<file path="src/rtl/prga_decrypt.sv">
// RC4 pseudo-random generation and decryption engine.
// Continues the permutation of the S array left by key scheduling, XORs the
// keystream with the ciphertext ROM, writes plaintext and aborts on the first
// byte that is neither a space nor a lowercase letter.
module prga_decrypt #(
  parameter int unsigned MSG_LEN = 32
) (
  input  logic       CLOCK_50,
  input  logic       reset,
  input  logic       start,
  output logic       done,
  output logic       bad_char,
  output logic [7:0] s_addr,
  output logic [7:0] s_wrdata,
  output logic       s_wren,
  input  logic [7:0] s_rddata,
  output logic [4:0] ct_addr,
  input  logic [7:0] ct_rddata,
  output logic [4:0] pt_addr,
  output logic [7:0] pt_wrdata,
  output logic       pt_wren
);

  typedef enum logic [3:0] {
    StIdle,
    StInc,
    StRdI,
    StCapI,
    StRdJ,
    StCapJ,
    StWrI,
    StWrJ,
    StRdF,
    StCapF,
    StWrPt,
    StDone
  } state_e;

  localparam logic [4:0] LastK = 5'(MSG_LEN - 1);

  state_e     state_q;
  logic [7:0] i_q, j_q, si_q, sj_q, f_q, ct_q;
  logic [4:0] k_q;
  logic       bad_q;
  logic       done_q;

  logic [7:0] pt_byte;
  logic       byte_ok;

  assign pt_byte = f_q ^ ct_q;
  assign byte_ok = (pt_byte == 8'h20) || ((pt_byte >= 8'h61) && (pt_byte <= 8'h7a));

  // Sequencer: one keystream byte per pass through INC..WR_PT.
  always_ff @(posedge CLOCK_50) begin
    if (reset) begin
      state_q <= StIdle;
      i_q     <= '0;
      j_q     <= '0;
      si_q    <= '0;
      sj_q    <= '0;
      f_q     <= '0;
      ct_q    <= '0;
      k_q     <= '0;
      bad_q   <= 1'b0;
      done_q  <= 1'b0;
    end else begin
      // done is a registered view of the DONE state, so it trails it by a cycle
      done_q <= (state_q == StDone);
      unique case (state_q)
        StIdle, StDone: begin
          if (start) begin
            i_q     <= '0;
            j_q     <= '0;
            k_q     <= '0;
            bad_q   <= 1'b0;
            state_q <= StInc;
          end
        end
        StInc: begin
          i_q     <= i_q + 8'd1;
          state_q <= StRdI;
        end
        StRdI: state_q <= StCapI;
        StCapI: begin
          si_q    <= s_rddata;
          j_q     <= j_q + s_rddata;
          state_q <= StRdJ;
        end
        StRdJ: state_q <= StCapJ;
        StCapJ: begin
          sj_q    <= s_rddata;
          state_q <= StWrI;
        end
        StWrI: state_q <= StWrJ;
        StWrJ: state_q <= StRdF;
        StRdF: state_q <= StCapF;
        StCapF: begin
          f_q     <= s_rddata;
          ct_q    <= ct_rddata;
          state_q <= StWrPt;
        end
        StWrPt: begin
          if (!byte_ok) begin
            bad_q   <= 1'b1;
            state_q <= StDone;
          end else if (k_q == LastK) begin
            state_q <= StDone;
          end else begin
            k_q     <= k_q + 5'd1;
            state_q <= StInc;
          end
        end
        default: state_q <= StIdle;
      endcase
    end
  end

  // Memory strobes decoded from the current state; i==j needs no special case.
  always_comb begin
    s_addr   = 8'h00;
    s_wrdata = 8'h00;
    s_wren   = 1'b0;
    pt_wren  = 1'b0;
    unique case (state_q)
      StRdI: s_addr = i_q;
      StRdJ: s_addr = j_q;
      StWrI: begin
        s_addr   = i_q;
        s_wrdata = sj_q;
        s_wren   = 1'b1;
      end
      StWrJ: begin
        s_addr   = j_q;
        s_wrdata = si_q;
        s_wren   = 1'b1;
      end
      StRdF:  s_addr = si_q + sj_q;
      StWrPt: pt_wren = 1'b1;
      default: ;
    endcase
  end

  assign ct_addr   = k_q;
  assign pt_addr   = k_q;
  assign pt_wrdata = pt_byte;
  assign done      = done_q;
  assign bad_char  = bad_q;

endmodule
</file>
<file path="config.mk">
export PLATFORM = sky130hd
export DESIGN_NAME = prga_decrypt
export DESIGN_NICKNAME = d
export VERILOG_FILES = /design/src/rtl/prga_decrypt.sv
export SDC_FILE = /design/constraint.sdc
export NUM_CORES = 1
export LEC_CHECK = 0
export CELL_PAD_IN_SITES_DETAIL_PLACEMENT = 1
export CELL_PAD_IN_SITES_GLOBAL_PLACEMENT = 2
export CORE_ASPECT_RATIO = 1.2
export CORE_MARGIN = 2
export CORE_UTILIZATION = 29
export CTS_BUF_LIST = sky130_fd_sc_hd__clkbuf_8
export CTS_CLUSTER_SIZE = 10
export DETAILED_ROUTE_END_ITERATION = 8
export PLACE_DENSITY = 0.87
export SETUP_SLACK_MARGIN = 0.3
export SKIP_LAST_GASP = 1
export SLEW_MARGIN = 20
export SYNTH_ARGS = -nofsm -noshare
export SYNTH_HDL_FRONTEND = slang
export SYNTH_SLANG_ARGS = --single-unit
</file>
<file path="constraint.sdc">
create_clock -name CLOCK_50 -period 2.2 [get_ports CLOCK_50]
set_input_delay 0.44 -clock CLOCK_50 [delete_from_list [all_inputs] [get_ports CLOCK_50]]
set_output_delay 0.44 -clock CLOCK_50 [all_outputs]
set_load 0.005 [all_outputs]
</file>
==> results by group, run 1 <==
Hold path
  • Hold endpoint: bad_char
  • Hold Path Depth: 2
  • Min-Delay Path Class: flip-flop to flip-flop
  • Worst hold start: bad_char

Die
  • Initial Util: 30.02%
  • Core area: 11140 sq um
  • Vert. Die Dim: 121.6 um
  • DIE AREA: 12410 sq um
  • # IOs: 57
  • Cell Rows: 42
  • Die Span X: 102.0 um

Job
  • Max Cap Viol: 0

Setup path
  • CP max FO: 2
  • Arrival time at the worst endpoint: 2.31 ns
  • Critical path's most frequent cell: o21ai_2
  • R2r setup slk: 0.07 ns
  • Worst path bufs/invs: 2
  • Data required time at the worst endpoint: 1.76 ns
  • R2r endpoint: i_q[2]
  • CP max stage delay: 0.36 ns
  • R2R depth: 9
  • Worst reg2reg path startpoint: state_q[1]
  • Critical path's slowest cell: dfxtp_2
  • Worst setup SP type: flip-flop
  • Crit end category: primary output
  • Crit path cell chain: ha_4 -> inv_2 -> fa_2 -> nor2b_4 -> o21ai_4 -> a21boi_2 -> o21ai_2 -> mux2_4 -> o21ai_2 -> buf_2
  • CP delay by family, top: adder cells
  • Setup CP Type: flip-flop to primary output

Pwr
  • Gate power share: 18.7%
  • Clk pwr share: 38.8%
  • Sw power: 746.8 uW
  • P_int: 1.867 mW
  • Max rail drop VDD: 0.2377 mV
  • Cell Pwr Density: 488.8 nW/um^2
  • Flop pwr share: 42.5%
  • Lkg Pwr: 2.124 nW
  • Switching Share: 28.58%

Finish
  • Fill cells: 1339
  • Design area: 5346 sq um
  • Area occupied by multi-input gates: 2446 sq um
  • Share of post-route cells with drive strength above 1: 40.88%
  • # diodes: 0
  • Reg area: 1210 sq um
  • Area Overhead vs Synth: 59.86%
  • Layout Nets: 598

Yosys
  • Number of synthesized flops with an enable pin: 0
  • Async SR Flop Fraction: 0%
  • Netlist cell types: 51
  • Synth warnings: 0
  • Post-Synth Simple-Gate Area: 24.28%
  • Adder-cell share of the synthesized area: 7.557%
  • Yosys reg bits: 59
  • Post-Synth XOR/XNOR Area: 5.649%
  • Post-synth design cell area: 3344 sq um
  • Seq/Total Area, Yosys: 35.32%
  • Main combinational cell family by area after synthesis: simple AND/OR/NAND/NOR gates
  • Synth Flop Type: dfxtp_1
  • Gate Count Post-Synth: 427
  • Mux cell area share after synthesis: 3.479%
  • Syn_area_per_cell: 7.832 sq um
  • Synthesized net count: 465
  • Compound-cell area share of the yosys netlist: 18.71%

Placed design
  • Final GP Congestion: 0.8250
  • Port Buf Inserts: 56
  • Area after DPL: 4423 sq um
  • Post-DP HPWL: 8206 um
  • Post-Place Setup Slack: -0.6258 ns

Timing
  • Final period utilization: 125.0%
  • Setup TNS: -2.477 ns
  • Worst slew pin tran: 0.6313 ns
  • Slew HR: 57.91%
  • Final hold viol count: 0
  • RSZ-0062 raised after global routing: true
  • Final WS setup: -0.5499 ns
  • Max-slew violations: 0
  • Tmin final: 2.750 ns
  • Fmax: 0.3636 GHz
  • Final setup vio count: 8
  • Clock skew: 0.01045 ns

Drt
  • Routed wire per std cell: 19.09 um
  • Vias per std cell: 5.131
  • Via count: 3689
  • ANT nets after route: 0
  • DR pass1 iterations: 5
  • DRC Markers: 0
  • Initial drt markers: 144
  • Total wire length: 13730 um

Clock tree
  • Root Buffer: clkbuf_8
  • Worst-Skew Late Latency: 0.36 ns
  • Clock buffer depth: 2
  • Clk sinks: 59
  • H-tree depth: 3
  • Inserted Clock Buffers: 9
  • TritonCTS clock tree: built
  • Clock slew at reported path FFs: 0.08 ns
  • CTS Hold Bufs: 0

GRT
  • Overflow after GRT: 0
  • Vias in the first global route: 3949
  • First-pass GRT wire length: 20440 um
  • Initial antenna violation count: 0
  • Maximum number of pins on one net before global-route repair: 27
  • Total track usage: 21.61%

Outcome
  • Status: finished with violations
  • Failing checks: negative setup slack
worst max path at each step:
stage,start,end,slack [ns],cells past startpoint
5_1_grt,si_q[0],s_addr[6],-0.62,10
6_report,si_q[0],s_addr[6],-0.55,10
4_1_cts,si_q[0],s_addr[6],-0.60,10
3_3_place_gp,sj_q[0],s_addr[6],-0.57,10
2_1_floorplan,sj_q[0],s_addr[6],0.03,9
3_5_place_dp,sj_q[0],s_addr[6],-0.63,10
cell usage after synthesis, drive strengths merged (7+ instances only):
master	count	area share, %
xor2	13	4.1
a21oi	62	9.4
ha	17	6.4
and3	7	1.3
o21ai	13	1.9
mux2i	9	2.8
buf	8	1.5
dfxtp	59	35
nor2	26	2.9
nor3	8	1.3
nand3	23	3.4
inv	14	1.6
nand2	86	9.7
clkbuf	17	1.9
worst reg2reg max path: cells and delay by family (launching register included):
family / cells / cell delay, ns
DFF: 1 / 0.37
and+or+nand+nor: 2 / 0.57
buffers and inverters: 4 / 0.44
AOI/OAI and AO/OA: 3 / 0.61
registers in the layout (all words and copies together), names as in the netlist:
| name | cells |
|---|---|
| ct_addr | 5 |
| i_q | 8 |
| done | 1 |
| j_q | 8 |
| state_q | 4 |
| sj_q | 8 |
| f_q | 8 |
| si_q | 8 |
| bad_char | 1 |
| ct_q | 8 |
area by class of cell:
cell class | count | share of cell area, %
Clock buffer | 10 | 2.574
Clock inverter | 6 | 1.030
Inverter | 14 | 1.030
Multi-Input combinational cell | 329 | 45.75
Sequential cell | 59 | 22.63
Tap cell | 154 | 3.604
Timing Repair Buffer | 147 | 23.38
kinds of logic (layout without fill, tap and decap cells):
logic type | after synthesis | count (layout)
AND/OR/NAND/NOR | 175 | 175
AO/OA/AOI/OAI | 105 | 105
flip-flops | 59 | 59
buffers and inverters | 39 | 177
adder cells (fa/ha/maj) | 19 | 19
XOR/XNOR | 19 | 19
multiplexers | 11 | 11
power by group through the flow:
stage | clock network (mW) | logic, mW | registers, mW
finish | 1.01 | 0.490 | 1.11
global route | 1.07 | 0.520 | 1.11
CTS | 1.03 | 0.413 | 1.10
detailed placement | 0 | 0.323 | 1.13
global placement | 0 | 0.311 | 1.12
floorplan | 0 | 0.167 | 1.12
routing by layer:
metal | vias to the layer above | track usage (%) | routed length (um)
met2 | 81 | 38.12 | 7158
met4 | 0 | 11.00 | 580
met5 | - | 0 | 0
met1 | 1819 | 24.85 | 5550
met3 | 38 | 3.557 | 438
li1 | 1751 | - | -
cell usage in the layout (no fill, tap or decap), types with 6 or more instances in the layout:
cell,Yosys,layout
a21oi_1,61,47
a21oi_2,1,15
buf_2,2,14
buf_4,5,71
buf_6,0,16
clkbuf_8,0,10
clkdlybuf4s50_1,0,25
dfxtp_1,59,42
dfxtp_2,0,14
dlygate4sd2_1,0,11
ha_1,17,12
inv_1,14,11
mux2i_1,8,7
nand2_1,86,82
nand3_1,23,12
nand3_2,0,8
nor2_1,26,15
nor2_2,0,6
xor2_1,10,7
repair_timing:
item	CTS	global route
setup buffers	21	12
resized for setup	131	86
endpoints found under the setup margin	36	43
gates cloned	2	0
pin swaps	41	30
through the flow:
step	total power [mW]	instances	hold slack, ns	util, %
2_1_floorplan	1.285	427	0.4413	-
3_3_place_gp	1.436	668	0.4407	39.70
3_5_place_dp	1.449	668	0.4452	39.70
4_1_cts	2.548	707	0.4568	45.13
5_1_grt	2.695	719	0.4946	47.99
6_report	2.613	719	0.4622	47.99
Power figures use the tool's default switching activity.
==> run 2, diff against run 1 <==
- CAP_MARGIN: unset -> 20
==> results of run 2 <==
Same layout as run 1: the final DEF is identical, and so are final timing and power.
